`config.mk`:
```
export PLATFORM = sky130hd
export DESIGN_NAME = stopwatch_ctrl
export DESIGN_NICKNAME = d
export VERILOG_FILES = /design/src/rtl/stopwatch_pkg.sv /design/src/rtl/btn_debounce.sv /design/src/rtl/stopwatch_ctrl.sv
export SDC_FILE = /design/constraint.sdc
export NUM_CORES = 1
export LEC_CHECK = 0
export ABC_CLOCK_PERIOD_IN_PS = 1800
export CELL_PAD_IN_SITES_DETAIL_PLACEMENT = 1
export CELL_PAD_IN_SITES_GLOBAL_PLACEMENT = 1
export CORE_ASPECT_RATIO = 1.75
export CORE_MARGIN = 2
export CORE_UTILIZATION = 44
export DETAILED_ROUTE_END_ITERATION = 6
export PLACE_DENSITY = 0.76
export REMOVE_ABC_BUFFERS = 1
export SKIP_LAST_GASP = 1
export SLEW_MARGIN = 20
export SYNTH_ARGS = -nofsm -noshare
export SYNTH_HDL_FRONTEND = slang
export SYNTH_SLANG_ARGS = --single-unit
export TNS_END_PERCENT = 20
```
`constraint.sdc`:
```
create_clock -name clk -period 1.8 [get_ports clk]
set_input_delay 0.27 -clock clk [delete_from_list [all_inputs] [get_ports clk]]
set_output_delay 0.27 -clock clk [all_outputs]
set_load 0.1 [all_outputs]
```
`src/rtl/stopwatch_pkg.sv`:
```
// Stopwatch shared definitions.
// State encoding, BCD constants and the BCD increment helper.
`timescale 1ns/1ps
package stopwatch_pkg;

    localparam int BCD_WIDTH = 8;
    localparam logic [BCD_WIDTH-1:0] BCD_WRAP = 8'h99;

    typedef enum logic [1:0] {
        IDLE = 2'd0,
        RUN  = 2'd1,
        STOP = 2'd2
    } sw_state_t;

    // Two-digit BCD +1; 99 rolls over to 00.
    function automatic logic [BCD_WIDTH-1:0] bcd8_increment(
        input logic [BCD_WIDTH-1:0] v
    );
        logic [3:0] units;
        logic [3:0] tens;
        units = v[3:0];
        tens  = v[7:4];
        if (v >= BCD_WRAP) begin
            return 8'h00;
        end
        if (units >= 4'd9) begin
            return {tens + 4'd1, 4'd0};
        end
        return {tens, units + 4'd1};
    endfunction

endpackage

```
`src/rtl/btn_debounce.sv`:
```
// Button conditioning: 2-flop synchronizer, debouncer,
// and a one-cycle pulse on each accepted press.
`timescale 1ns/1ps
module btn_debounce #(
    parameter int DEBOUNCE_CYCLES = 65536
) (
    input  logic clk,
    input  logic nrst,
    input  logic btn,
    output logic press
);

    localparam int CW =
        (DEBOUNCE_CYCLES > 1) ? $clog2(DEBOUNCE_CYCLES) : 1;
    localparam logic [CW-1:0] CNT_MAX = CW'(DEBOUNCE_CYCLES - 1);

    logic          sync1;
    logic          sync2;
    logic          level;
    logic          level_q;
    logic [CW-1:0] cnt;

    // Bring the raw button into the clk domain.
    always_ff @(posedge clk or negedge nrst) begin
        if (!nrst) begin
            sync1 <= 1'b0;
            sync2 <= 1'b0;
        end else begin
            sync1 <= btn;
            sync2 <= sync1;
        end
    end

    // Accept a new level only after an unbroken run of samples.
    always_ff @(posedge clk or negedge nrst) begin
        if (!nrst) begin
            level   <= 1'b0;
            level_q <= 1'b0;
            cnt     <= '0;
        end else begin
            level_q <= level;
            if (sync2 != level) begin
                if (cnt == CNT_MAX) begin
                    level <= sync2;
                    cnt   <= '0;
                end else begin
                    cnt <= cnt + 1'b1;
                end
            end else begin
                cnt <= '0;
            end
        end
    end

    assign press = level & ~level_q;

endmodule

```
`src/rtl/stopwatch_ctrl.sv`:
```
// Stopwatch controller: start/stop/lap/clear FSM,
// tick divider, BCD seconds counter and lap display hold.
`timescale 1ns/1ps
module stopwatch_ctrl
    import stopwatch_pkg::*;
#(
    parameter int TICK_DIV        = 800000,
    parameter int DEBOUNCE_CYCLES = 65536,
    parameter int LAP_HOLD_TICKS  = 20
) (
    input  logic       clk,
    input  logic       nrst,
    input  logic       btn_start_stop,
    input  logic       btn_lap,
    input  logic       btn_clear,
    output logic [7:0] display_value,
    output logic       running,
    output logic       lap_active,
    output logic       tick
);

    localparam int DW =
        (TICK_DIV > 0) ? $clog2(TICK_DIV + 1) : 1;
    localparam logic [DW-1:0] DIV_MAX  = DW'(TICK_DIV);
    localparam logic [4:0]    LAP_LOAD = 5'(LAP_HOLD_TICKS);

    sw_state_t            state;
    sw_state_t            state_n;
    logic                 ss_p;
    logic                 lap_p;
    logic                 clr_p;
    logic [DW-1:0]        div;
    logic [BCD_WIDTH-1:0] counter;
    logic [BCD_WIDTH-1:0] lap_value;
    logic [4:0]           lap_timer;
    logic                 lap_act;
    logic                 clr_evt;
    logic                 lap_cap;
    logic                 lap_kill;

    btn_debounce #(.DEBOUNCE_CYCLES(DEBOUNCE_CYCLES)) u_db_ss (
        .clk   (clk),
        .nrst  (nrst),
        .btn   (btn_start_stop),
        .press (ss_p)
    );

    btn_debounce #(.DEBOUNCE_CYCLES(DEBOUNCE_CYCLES)) u_db_lap (
        .clk   (clk),
        .nrst  (nrst),
        .btn   (btn_lap),
        .press (lap_p)
    );

    btn_debounce #(.DEBOUNCE_CYCLES(DEBOUNCE_CYCLES)) u_db_clr (
        .clk   (clk),
        .nrst  (nrst),
        .btn   (btn_clear),
        .press (clr_p)
    );

    // start_stop wins; lap/clear in the same cycle are dropped.
    assign clr_evt  = (state == STOP) && clr_p && !ss_p;
    assign lap_cap  = (state == RUN) && lap_p && !ss_p;
    assign lap_kill = (state == STOP) && lap_p && !ss_p;

    // State register.
    always_ff @(posedge clk or negedge nrst) begin
        if (!nrst) begin
            state <= IDLE;
        end else begin
            state <= state_n;
        end
    end

    // Next-state decode from the press pulses.
    always_comb begin
        state_n = state;
        unique case (state)
            IDLE: if (ss_p) state_n = RUN;
            RUN:  if (ss_p) state_n = STOP;
            STOP: begin
                if (ss_p) begin
                    state_n = RUN;
                end else if (clr_p) begin
                    state_n = IDLE;
                end
            end
            default: state_n = IDLE;
        endcase
    end

    // Tick divider: runs in RUN, freezes in STOP.
    always_ff @(posedge clk or negedge nrst) begin
        if (!nrst) begin
            div    <= '0;
            tick   <= 1'b0;
        end else begin
            tick <= (state == RUN) && (div == DIV_MAX);
            if ((state == IDLE) && ss_p) begin
                div <= '0;
            end else if (state == RUN) begin
                div <= (div == DIV_MAX) ? '0 : div + 1'b1;
            end else if (clr_evt) begin
                div <= '0;
            end
        end
    end

    // BCD elapsed-time counter.
    always_ff @(posedge clk or negedge nrst) begin
        if (!nrst) begin
            counter <= '0;
        end else if (clr_evt) begin
            counter <= '0;
        end else if (tick) begin
            counter <= bcd8_increment(counter);
        end
    end

    // Lap capture and hold timer.
    always_ff @(posedge clk or negedge nrst) begin
        if (!nrst) begin
            lap_value <= '0;
            lap_timer <= '0;
            lap_act   <= 1'b0;
        end else if (clr_evt) begin
            lap_value <= '0;
            lap_timer <= '0;
            lap_act   <= 1'b0;
        end else if (lap_cap) begin
            lap_value <= counter;
            lap_timer <= LAP_LOAD;
            lap_act   <= 1'b1;
        end else if (lap_kill) begin
            lap_act <= 1'b0;
        end else if (lap_act && tick) begin
            lap_timer <= lap_timer - 1'b1;
            if (lap_timer == 5'd1) begin
                lap_act <= 1'b0;
            end
        end
    end

    // Registered display source select.
    always_ff @(posedge clk or negedge nrst) begin
        if (!nrst) begin
            display_value <= '0;
        end else begin
            display_value <= lap_act ? lap_value : counter;
        end
    end

    assign running    = (state == RUN);
    assign lap_active = lap_act;

endmodule

```
# After elaboration in Yosys (flattened, before gate mapping)
# Index checks and enable logic that the tools add are counted.
classes:
  n_addsub: 7
  magnitude_cmp: 2
  n_eq_ne: 14
  mux: 40
  bitwise: 6
  n_reduce_logical: 25
op_table:
  columns: ["cell", "count"]
  rows:
  - ["16-bit 2-to-1 mux", 6]
  - ["20-bit 2-to-1 mux", 4]
  - ["8-bit 2-to-1 mux", 9]
  - ["16-bit by 1-bit adder with 16-bit output, second input constant", 3]
  - ["16-bit equality test, second input constant", 3]
  - ["20-bit by 1-bit adder with 20-bit output, second input constant", 1]
  - ["20-bit equality test, second input constant", 1]
  - ["5-bit 2-to-1 mux", 4]
  - ["1-bit 2-to-1 mux", 12]
  - ["2-bit AND reduction", 6]
  - ["1-bit logical AND", 9]
  - ["3-bit nonzero test", 3]
  - ["4-bit by 1-bit adder with 4-bit output, second input constant", 2]
  - ["8-bit greater-or-equal comparator, second input constant", 1]
  - ["2-bit 2-to-1 mux", 4]
  - ["4-bit nonzero test", 2]
  - ["3-bit != test, second input constant", 2]
  - ["2-bit case mux with 3 select lines", 1]
  - ["5-bit by 1-bit equality test with 1-bit output, second input constant", 1]
  - ["5-bit by 1-bit subtractor with 5-bit output, second input constant", 1]
  - ["4-bit greater-or-equal comparator, second input constant", 1]
  - ["2-bit nonzero test", 2]
  - ["1-bit AND", 3]
  - ["1-bit != test", 3]
  - ["8 further kinds", 10]
word_totals:
  ff_bits: 113
  in_bits: 5
  out_inout_bits: 11
  elab_cells: 118

# Depth between registers and ports, before layout
# Gate-level depths: netlist of the first run.
logic_depth:
  word_depth: 12
  depth_mapped: 7
  ltp_nobuf: 7

# By module
# A second synthesis of the first run with hierarchy kept.
hier_totals:
  cells_unflattened: 544
  hier_area_um2: 5405.2
by_module_without_submodules:
  columns: ["mod", "n_inst", "cells_per_inst", "area_each_um2", "seq_area_each_um2"]
  rows:
  - ["btn_debounce", 3, 87, 902.1, 500.5]
  - ["stopwatch_ctrl", 1, 283, 2698.8, 1326.3]

# Least setup slack after synthesis of the first run
# No wires, ideal clock.
synth_timing:
  path_kind: "register to register"
  start: "register state[1]"
  end: "register lap_value[0]"
  arrival_ps: 2117
  required_ps: 1679
  setup_slack_ps: -438
  path_stages_with_launch: 7
  n_path_buf: 0
  synth_period_minus_slack_ps: 2238
  path_cell_list: "dfrtp_1 > nand2b_1 > inv_1 > nand2_1 > nor2_1 > nor2_1 > a22o_1"
synth_between:
  elab_chain_cells: 4
synth_rtl:
  columns: ["element", "line", "text"]
  rows:
  - ["start, declared", "stopwatch_ctrl.sv:27", "sw_state_t state;"]
  - ["start signal, assigned", "stopwatch_ctrl.sv:72", "state <= state_n;"]
  - ["2-bit by 1-bit equality test with 1-bit output", null, null]
  - ["via running", "stopwatch_ctrl.sv:17", "output logic running,"]
  - ["1-bit logical AND (2 in series)", "stopwatch_ctrl.sv:64", "assign lap_cap = (state == RUN) && lap_p && !ss_p;"]
  - ["2-bit nonzero test (no line)", null, null]
  - ["end signal, assigned", "stopwatch_ctrl.sv:132", "lap_value <= counter;"]
  - ["end, declared", "stopwatch_ctrl.sv:34", "logic [BCD_WIDTH-1:0] lap_value;"]
# The timed path passes the listed nets, and every way through them passes these cells.
# A chain may end at the register's enable or synchronous reset.

# Final worst setup path of the first run
layout_timing:
  start: "register div[5]"
  end: "register div[17]"
layout_between:
  elab_chain_cells: 4
layout_rtl:
  columns: ["element", "line", "text"]
  rows:
  - ["start, declared", "stopwatch_ctrl.sv:32", "logic [DW-1:0] div;"]
  - ["start signal, assigned", "stopwatch_ctrl.sv:103", "div <= (div == DIV_MAX) ? '0 : div + 1'b1;"]
  - ["20-bit by 1-bit adder with 20-bit output / 20-bit equality test (equally long branches)", "stopwatch_ctrl.sv:103", null]
  - ["20-bit 2-to-1 mux (*)", "stopwatch_ctrl.sv:103", null]
  - ["20-bit 2-to-1 mux (*)", "stopwatch_ctrl.sv:102", "end else if (state == RUN) begin"]
  - ["20-bit 2-to-1 mux (*)", "stopwatch_ctrl.sv:100", "if ((state == IDLE) && ss_p) begin"]
# Every way passes the cells marked *; elsewhere a longest branch is shown, timed or not.

==> results of run 1 <==
==> power breakdown <==
part | internal, mW | total, mW | switching, mW
Clock | 1.92 | 3.02 | 1.10
Combinational | 0.0426 | 0.130 | 0.0878
Sequential | 2.57 | 2.59 | 0.0217
Total | 4.53 | 5.74 | 1.21
==> kinds of logic (layout without fill, tap and decap cells) <==
logic type	Yosys count	after routing	share of synthesized area [%]
DFF	113	113	53.3
adders and majority gates	12	12	2.83
muxes	11	11	2.27
xor gates and xnor gates	47	47	7.77
and+or+nand+nor	223	223	21.5
buffers and inverters	29	102	2.31
AOI/OAI and AO/OA	80	80	9.94
==> cell usage after synthesis (2+ instances only) <==
master     instances
dfrtp_1          113
nor2_1            70
nand2_1           42
nand3_1           34
xor2_1            26
xnor2_1           21
a21oi_1           18
o21ai_0           17
inv_1             16
and3_1            13
ha_1              12
a22o_1            11
nand4_1           11
a31oi_1           10
buf_2              8
mux2_2             8
nand2b_1           8
and4_1             7
nor3_1             7
nor4_1             5
or2_2              5
a21o_1             4
clkbuf_1           4
mux2i_1            3
nor3b_1            3
o2bb2ai_1          3
or3_1              3
a211oi_1           2
a41oi_1            2
and2_1             2
nand3_2            2
nor4b_1            2
o22ai_1            2
o31ai_1            2
==> flip-flops by register name, indices dropped and copies added (netlist names), 2 cells and up <==
signal / flops
display_value: 8
u_db_clr.cnt: 16
counter: 8
u_db_lap.cnt: 16
lap_timer: 5
div: 20
lap_value: 8
u_db_ss.cnt: 16
state: 2
==> worst reg2reg max path, delay by kind of cell (launching register included) <==
kind                   cells  cell delay, ns
AND/OR/NAND/NOR            3            0.63
AO/OA/AOI/OAI              2            0.40
flip-flops                 1            0.34
buffers and inverters      2            0.33
==> layout make-up <==
class | instances | area, um2
fillers | 1262 | 5410
well taps | 137 | 171
repair buffers | 55 | 485
multi-input cells | 373 | 2380
clock buffers | 26 | 509
inverters | 16 | 60.1
flip-flops and latches | 113 | 2830
clock inverters | 5 | 27.5
==> path summary, 6_finish.rpt <==
| path | from | to | slack [ns] | depth (start not counted) |
|---|---|---|---|---|
| worst max-delay path | div[5]$_DFFE_PN0P_ | div[17]$_DFFE_PN0P_ | -0.02 | 7 |
| worst min-delay path | nrst | u_db_clr.cnt[11]$_DFF_PN0_ | 0.26 | 2 |
| worst max register to register | div[5]$_DFFE_PN0P_ | div[17]$_DFFE_PN0P_ | -0.02 | 7 |
| worst min register to register | u_db_clr.sync1$_DFF_PN0_ | u_db_clr.sync2$_DFF_PN0_ | 0.35 | 0 |
| max in group asynchronous | nrst | u_db_lap.cnt[3]$_DFF_PN0_ | 1.01 | 3 |
| min in group clk | btn_lap | u_db_lap.sync1$_DFF_PN0_ | 0.31 | 1 |
==> what timing repair did <==
item                                   4_1_cts  5_1_grt
buffers inserted                             0        2
hold buffers                                 1        0
gates resized for setup                      2        5
endpoints found under the hold margin       39        0
pin swaps                                    0        3
setup endpoints to repair                   29       58
==> routing by layer <==
| layer | global-route usage, % | share of wire [%] |
|---|---|---|
| met2 | 39.3 | 58 |
| met1 | 22.4 | 38 |
| met4 | 8.28 | 1.1 |
| met3 | 5.37 | 2.1 |
| met5 | 0 | 0 |
==> stage by stage <==
| stage | total power [mW] | hold WS [ns] | instance area [um2] | std cells |
|---|---|---|---|---|
| after floorplan | 2.67 | -0.0256 | 5240 | 502 |
| after global placement | 2.76 | 0.140 | 5870 | 691 |
| after detailed placement | 2.76 | 0.141 | 5870 | 691 |
| after CTS | 5.81 | 0.247 | 6420 | 723 |
| after global routing | 5.96 | 0.253 | 6460 | 725 |
| final | 5.74 | 0.257 | 6460 | 725 |
==> summary.txt, run 1 <==
Cells and area
  • Share of layout cells above drive strength 1: 17.7%
  • Area growth, synth to finish: 21.9%
  • Commonest non-fill, non-tap cell in the layout: dfrtp_1
  • Fin nets: 593
  • Antenna cells: 0
  • Commonest non-fill, non-tap cells in the layout: 112 x dfrtp_1, 70 x nor2_1, 46 x buf_4, 42 x nand2_1, 34 x nand3_1
  • Core Util, Final: a little over half

STA
  • Final Hold Vio Count: 0
  • Post-Route Setup TNS: -0.0151 ns
  • Final Critical Period: 1.82 ns
  • Tightest Pin Transition: 0.486 ns
  • Slew Limit Headroom: 67.2%
  • Final setup fails: 1
  • Clock skew: 0.00717 ns
  • Max Transition Viols Final: 0
  • RSZ-0062 raised after global routing: true
  • Max Freq: 0.551 GHz
  • Post-route clock period utilization: 101%
  • Final WS setup: -0.0151 ns

Power and ir drop
  • PwrDens: 888 mW/mm2
  • Leakage: 2.95 nW
  • Maximum VDD drop: 0.698 mV

Global routing
  • Initial antenna violation count: 0
  • GRT Util Overall: a little over a fifth
  • Number of global-route vias before repair: 4,529
  • First-pass GRT wire length: 21,500 um
  • Congestion Overflow GR: 0
  • Largest net degree at the start of global routing: 55

Run status
  • Status: finished, violations left
  • Failing checks: setup timing

Die
  • Die Height: ~150 um
  • Core ar.: 0.0119 mm2
  • FP Rows: 53
  • Die area: ~0.013 mm2
  • Initial Utilization: 44.7%
  • Die width: 87.0 um
  • Boundary pin count: 16

Routing
  • DRC viols: 0
  • Via count: 4,068
  • Antenna Nets Post-Route: 0
  • DRT Pass-1 Iters: 5
  • Routed wire length: 12,500 um
  • WL/cell: 17.3 um
  • Via/cell ratio: 5.61
  • 1st-iter DRT viols: 114

Synthesis
  • Synthesized flop and latch total: 113
  • Avg Inst Size Synth: just over 10 um2
  • Synth warn: 0
  • Yosys top cell by area: dfrtp_1
  • Post-Syn Instances: 515
  • Top cells by area, synth: dfrtp_1 53%, nor2_1 5.0%, xor2_1 4.3%
  • Count of distinct cell types in the synthesized netlist: 53
  • Synth Flop Type: dfrtp_1
  • Post-synthesis sequential area ratio: 53.3%
  • Share of Yosys cell area claimed by the top area cell type: 53.3%
  • Post-synth EDFFs: 0
  • Asr flop ratio synth: 100%
  • Mapped Area: 0.00530 mm2

CTS
  • CTS Root Cell: clkbuf_16
  • Clk_lat worst skew: 0.41 ns
  • CTS sink count: 113
  • Number of H-tree levels: 4
  • Worst-path clk slew: about 0.05 ns
  • CTS max path bufs: 2
  • Total CTS buffers: 17
  • CTS tree: yes

Placed design
  • Post-DP HPWL: 8500 um
  • Pre-CTS WS: -0.0216 ns
  • Port Buffer Count: 15
  • RD Place Congestion: between 0.8 and 0.9

Worst hold path
  • Hold WC Path Type: in2async

Critical path
  • Critical path class: reg2reg
  • CP Capture Type: register
  • WP buf/inv: 2
  • Crit path DAT: 2.11 ns
  • Startpoint types: register
  • Critical path's most frequent cell: buf_4
  • CP Max Fanout: 7
  • Cell family with most CP delay: simple AND/OR/NAND/NOR gates
  • CP required: about 2.1 ns
  • Worst path max stage delay: between 0.3 and 0.4 ns
  • Slowest CP cell: nor4_4
  • Critical-path cell list: buf_4, nand4_2, nor4_4, buf_4, nand4_1, a21o_1, a22o_1

Run
  • # Max-Cap Violations: 0
(Power assumes the default switching activity.)
==> inputs of run 2 (changes only) <==
- GPL_TIMING_DRIVEN: not set -> 0
- REMOVE_ABC_BUFFERS: 1 -> not set
==> run 2 against run 1 <==
Compared with the run above: the flow still finishes with violations (setup timing); die area is the same; clock skew rose by 0.0023 ns; final cell count grew 0.14%; fmax down 3.4%; utilization up 1.8 points; sequential power about the same; via count grew 1.5%; clock power grew 19%.
==> summary.txt, run 2 (synthesis gave the netlist of run 1 again) <==
Run status
  • Status: finished, violations left
  • Failing checks: setup timing

Global routing
  • First-pass GRT wire length: 21,100 um (-1.9%)
  • Congestion Overflow GR: 0 (unchanged)
  • Initial antenna violation count: 0 (unchanged)
  • Largest net degree at the start of global routing: 68 (+24%)
  • Number of global-route vias before repair: 4,477 (-1.1%)
  • GRT Util Overall: 21.0% (-0.26 points)

Placed design
  • Placed Cells: 668 (-3.3%)
  • RD Place Congestion: 0.796 (-2.6%)
  • Port Buffer Count: 15 (unchanged)
  • Post-DP HPWL: 8520 um (+0.26%)

STA
  • Final Critical Period: 1.88 ns (+0.0643 ns)
  • Clock skew: 0.00948 ns (+0.00232 ns)
  • RSZ-0062 raised after global routing: true
  • Final WS setup: -0.0795 ns (-0.0643 ns)
  • Final Hold Vio Count: 0 (unchanged)
  • Hold Slack: 0.303 ns (+0.0465 ns)
  • Max Transition Viols Final: 0 (unchanged)
  • Slew Limit Headroom: 36.3% (-31 points)
  • Max Freq: 0.532 GHz (-3.4%)
  • Post-route clock period utilization: 104% (+3.6 points)
  • Final setup fails: 35 (+34)
  • Tightest Pin Transition: 0.959 ns (+0.473 ns)

Critical path
  • RR Endpoint: div[6]$_DFFE_PN0P_
  • CP Max Fanout: 9 (+2)
  • Startpoint types: register
  • Crit path DAT: 2.15 ns (+0.04 ns)
  • R2R Setup Slk: -0.08 ns (-0.06 ns)
  • Critical path class: reg2reg
  • CP required: 2.07 ns (-0.02 ns)
  • CP Capture Type: register
  • R2r startpoint: div[14]$_DFFE_PN0P_
  • R2R depth: 6 (-1)

Cells and area
  • Max FFs per register: 20 (unchanged)
  • Commonest non-fill, non-tap cells in the layout: 108 x dfrtp_1, 67 x nor2_1, 41 x nand2_1, 34 x nand3_1, 26 x xor2_1
  • Share of layout cells above drive strength 1: 21.1% (+3.4 points)
  • Fin nets: 593 (unchanged)
  • Reg with most FFs: div
  • Area growth, synth to finish: 26.1%
  • Antenna cells: 0 (unchanged)
  • Commonest non-fill, non-tap cell in the layout: dfrtp_1
  • Final std cells w/o fill: 726 (+0.14%)

Routing
  • DRT Pass-1 Iters: 4 (-1)
  • DRC viols: 0 (unchanged)
  • Highest Signal Layer: met4
  • Routed wire length: 13,200 um (+5.5%)
  • 1st-iter DRT viols: 162 (+42%)
  • Routed wl met2: 7720 um (+5.7%)
  • Via count: 4,129 (+1.5%)
  • Wl on met1: 4910 um (+1.9%)
  • Via/cell ratio: 5.69 (+1.4%)
  • Antenna Nets Post-Route: 0 (unchanged)
  • Routed wl met3: 275 um (+3.4%)
  • WL/cell: 18.2 um (+5.3%)

Worst hold path
  • Hold WC Path Type: in2reg
  • Worst hold endpoint: u_db_ss.sync1$_DFF_PN0_
  • Min-Delay Startpoint: btn_start_stop
  • Hold Crit Depth: 1

Power and ir drop
  • Pint: 5.04 mW (+11%)
  • Clock share of power: 56.6% (+4.0 points)
  • Maximum VDD drop: 0.650 mV (-6.9%)
  • PwrDens: 945 mW/mm2 (+6.5%)
  • Seq pwr share: 41.0% (-4.1 points)
  • Comb pwr share: 2.4% (about the same)
  • Switching pwr: 1.27 mW (+5.5%)
  • Sw Share: 20.2% (-0.87 points)
  • Leakage: 2.99 nW (+1.2%)

CTS
  • Total CTS buffers: 17 (unchanged)
  • Number of H-tree levels: 4 (unchanged)
  • CTS sink count: 113 (unchanged)
  • Clk_lat worst skew: 0.41 ns (about the same)
  • Worst-path clk slew: 0.05 ns (about the same)
  • CTS max path bufs: 2 (unchanged)
  • CTS tree: yes
  • CTS Root Cell: clkbuf_16

Die
  • Die Height: 149 um (unchanged)
  • Die area: 0.0130 mm2 (unchanged)
  • FP Rows: 53 (unchanged)
  • Boundary pin count: 16 (unchanged)
  • Core ar.: 0.0119 mm2 (unchanged)
  • Initial Utilization: 44.7% (unchanged)
  • Die width: 87.0 um (unchanged)

Run
  • # Max-Cap Violations: 0 (unchanged)

Synthesis
  • Syn nets: 532
==> run 2: cell count changes in the layout (fill, tap and decap cells not counted), sizes merged <==
cell | previous run | this run
clkdlybuf4s15 | 0 | 4
inv | 16 | 15
clkbuf | 26 | 27
buf | 51 | 36
bufinv | 0 | 4
dlygate4sd2 | 0 | 6
clkinvlp | 1 | 2
clkinv | 4 | 5
==> run 2: final cells by class <==
cell class	count	area [um2]
sequential	113	2830
clock inverter	10	156
timing repair buffer	43	394
buffer	12	101
clock buffer	22	474
tap	137	171
fill	1278	5190
inverter	16	63.8
multi-input combinational	373	2490
==> run 2: worst max-delay path by stage <==
stage / slack, ns / to / start / cells past startpoint
floorplan: 0.03 / u_db_ss.level$_DFFE_PN0P_ / u_db_ss.cnt[0]$_DFF_PN0_ / 5
global placement: -4.38 / lap_active$_DFFE_PN0P_ / nrst / 1
detailed placement: -0.44 / running / state[1]$_DFFE_PN0P_ / 3
CTS: -0.19 / div[18]$_DFFE_PN0P_ / div[5]$_DFFE_PN0P_ / 7
global route: -0.15 / u_db_clr.level$_DFFE_PN0P_ / u_db_clr.cnt[0]$_DFF_PN0_ / 6
finish: -0.08 / div[6]$_DFFE_PN0P_ / div[14]$_DFFE_PN0P_ / 6
==> run 2: worst max-delay path, stage by stage, from the launching register on <==
cell	delay, ns
dfrtp_1	0.42
nor4b_1	0.42
and4_2	0.35
a21oi_4	0.13
buf_6	0.16
a31oi_1	0.21
a31oi_1	0.06
==> run 2: routing by layer <==
| metal | up-vias | track usage, % |
|---|---|---|
| met5 | - | 0 |
| met4 | 0 | 7.50 |
| met3 | 23 | 5.20 |
| met2 | 53 | 40.6 |
| met1 | 2125 | 20.9 |
| li1 | 1928 | - |
==> run 2: timing repair <==
action | CTS | global route
hold buffers | 1 | 0
pin swaps | 3 | 12
buffers inserted | 3 | 21
gates cloned | 0 | 2
endpoints found under the hold margin | 66 | 0
resized for setup | 29 | 50
setup endpoints to repair | 63 | 81
==> run 2: metrics by stage <==
| stage | TNS, ns | util, % | cell area [um2] | total power [mW] | worst slack [ns] |
|---|---|---|---|---|---|
| CTS | -5.16 | 53.5 | 6350 | 6.35 | -0.190 |
| floorplan | 0 | - | 5320 | 2.67 | 0.0331 |
| global route | -5.08 | 56.3 | 6680 | 6.52 | -0.147 |
| finish | -1.35 | 56.3 | 6680 | 6.32 | -0.0795 |
| global placement | -454.01 | 47.5 | 5640 | 2.75 | -4.38 |
| detailed placement | -9.50 | 47.7 | 5670 | 2.76 | -0.443 |
==> run 2: power by group through the flow <==
stage,registers [mW],clock network [mW],logic [mW]
finish,2.59,3.58,0.149
CTS,2.59,3.62,0.137
detailed placement,2.63,0,0.130
global placement,2.63,0,0.116
global route,2.59,3.76,0.174
floorplan,2.63,0,0.0466
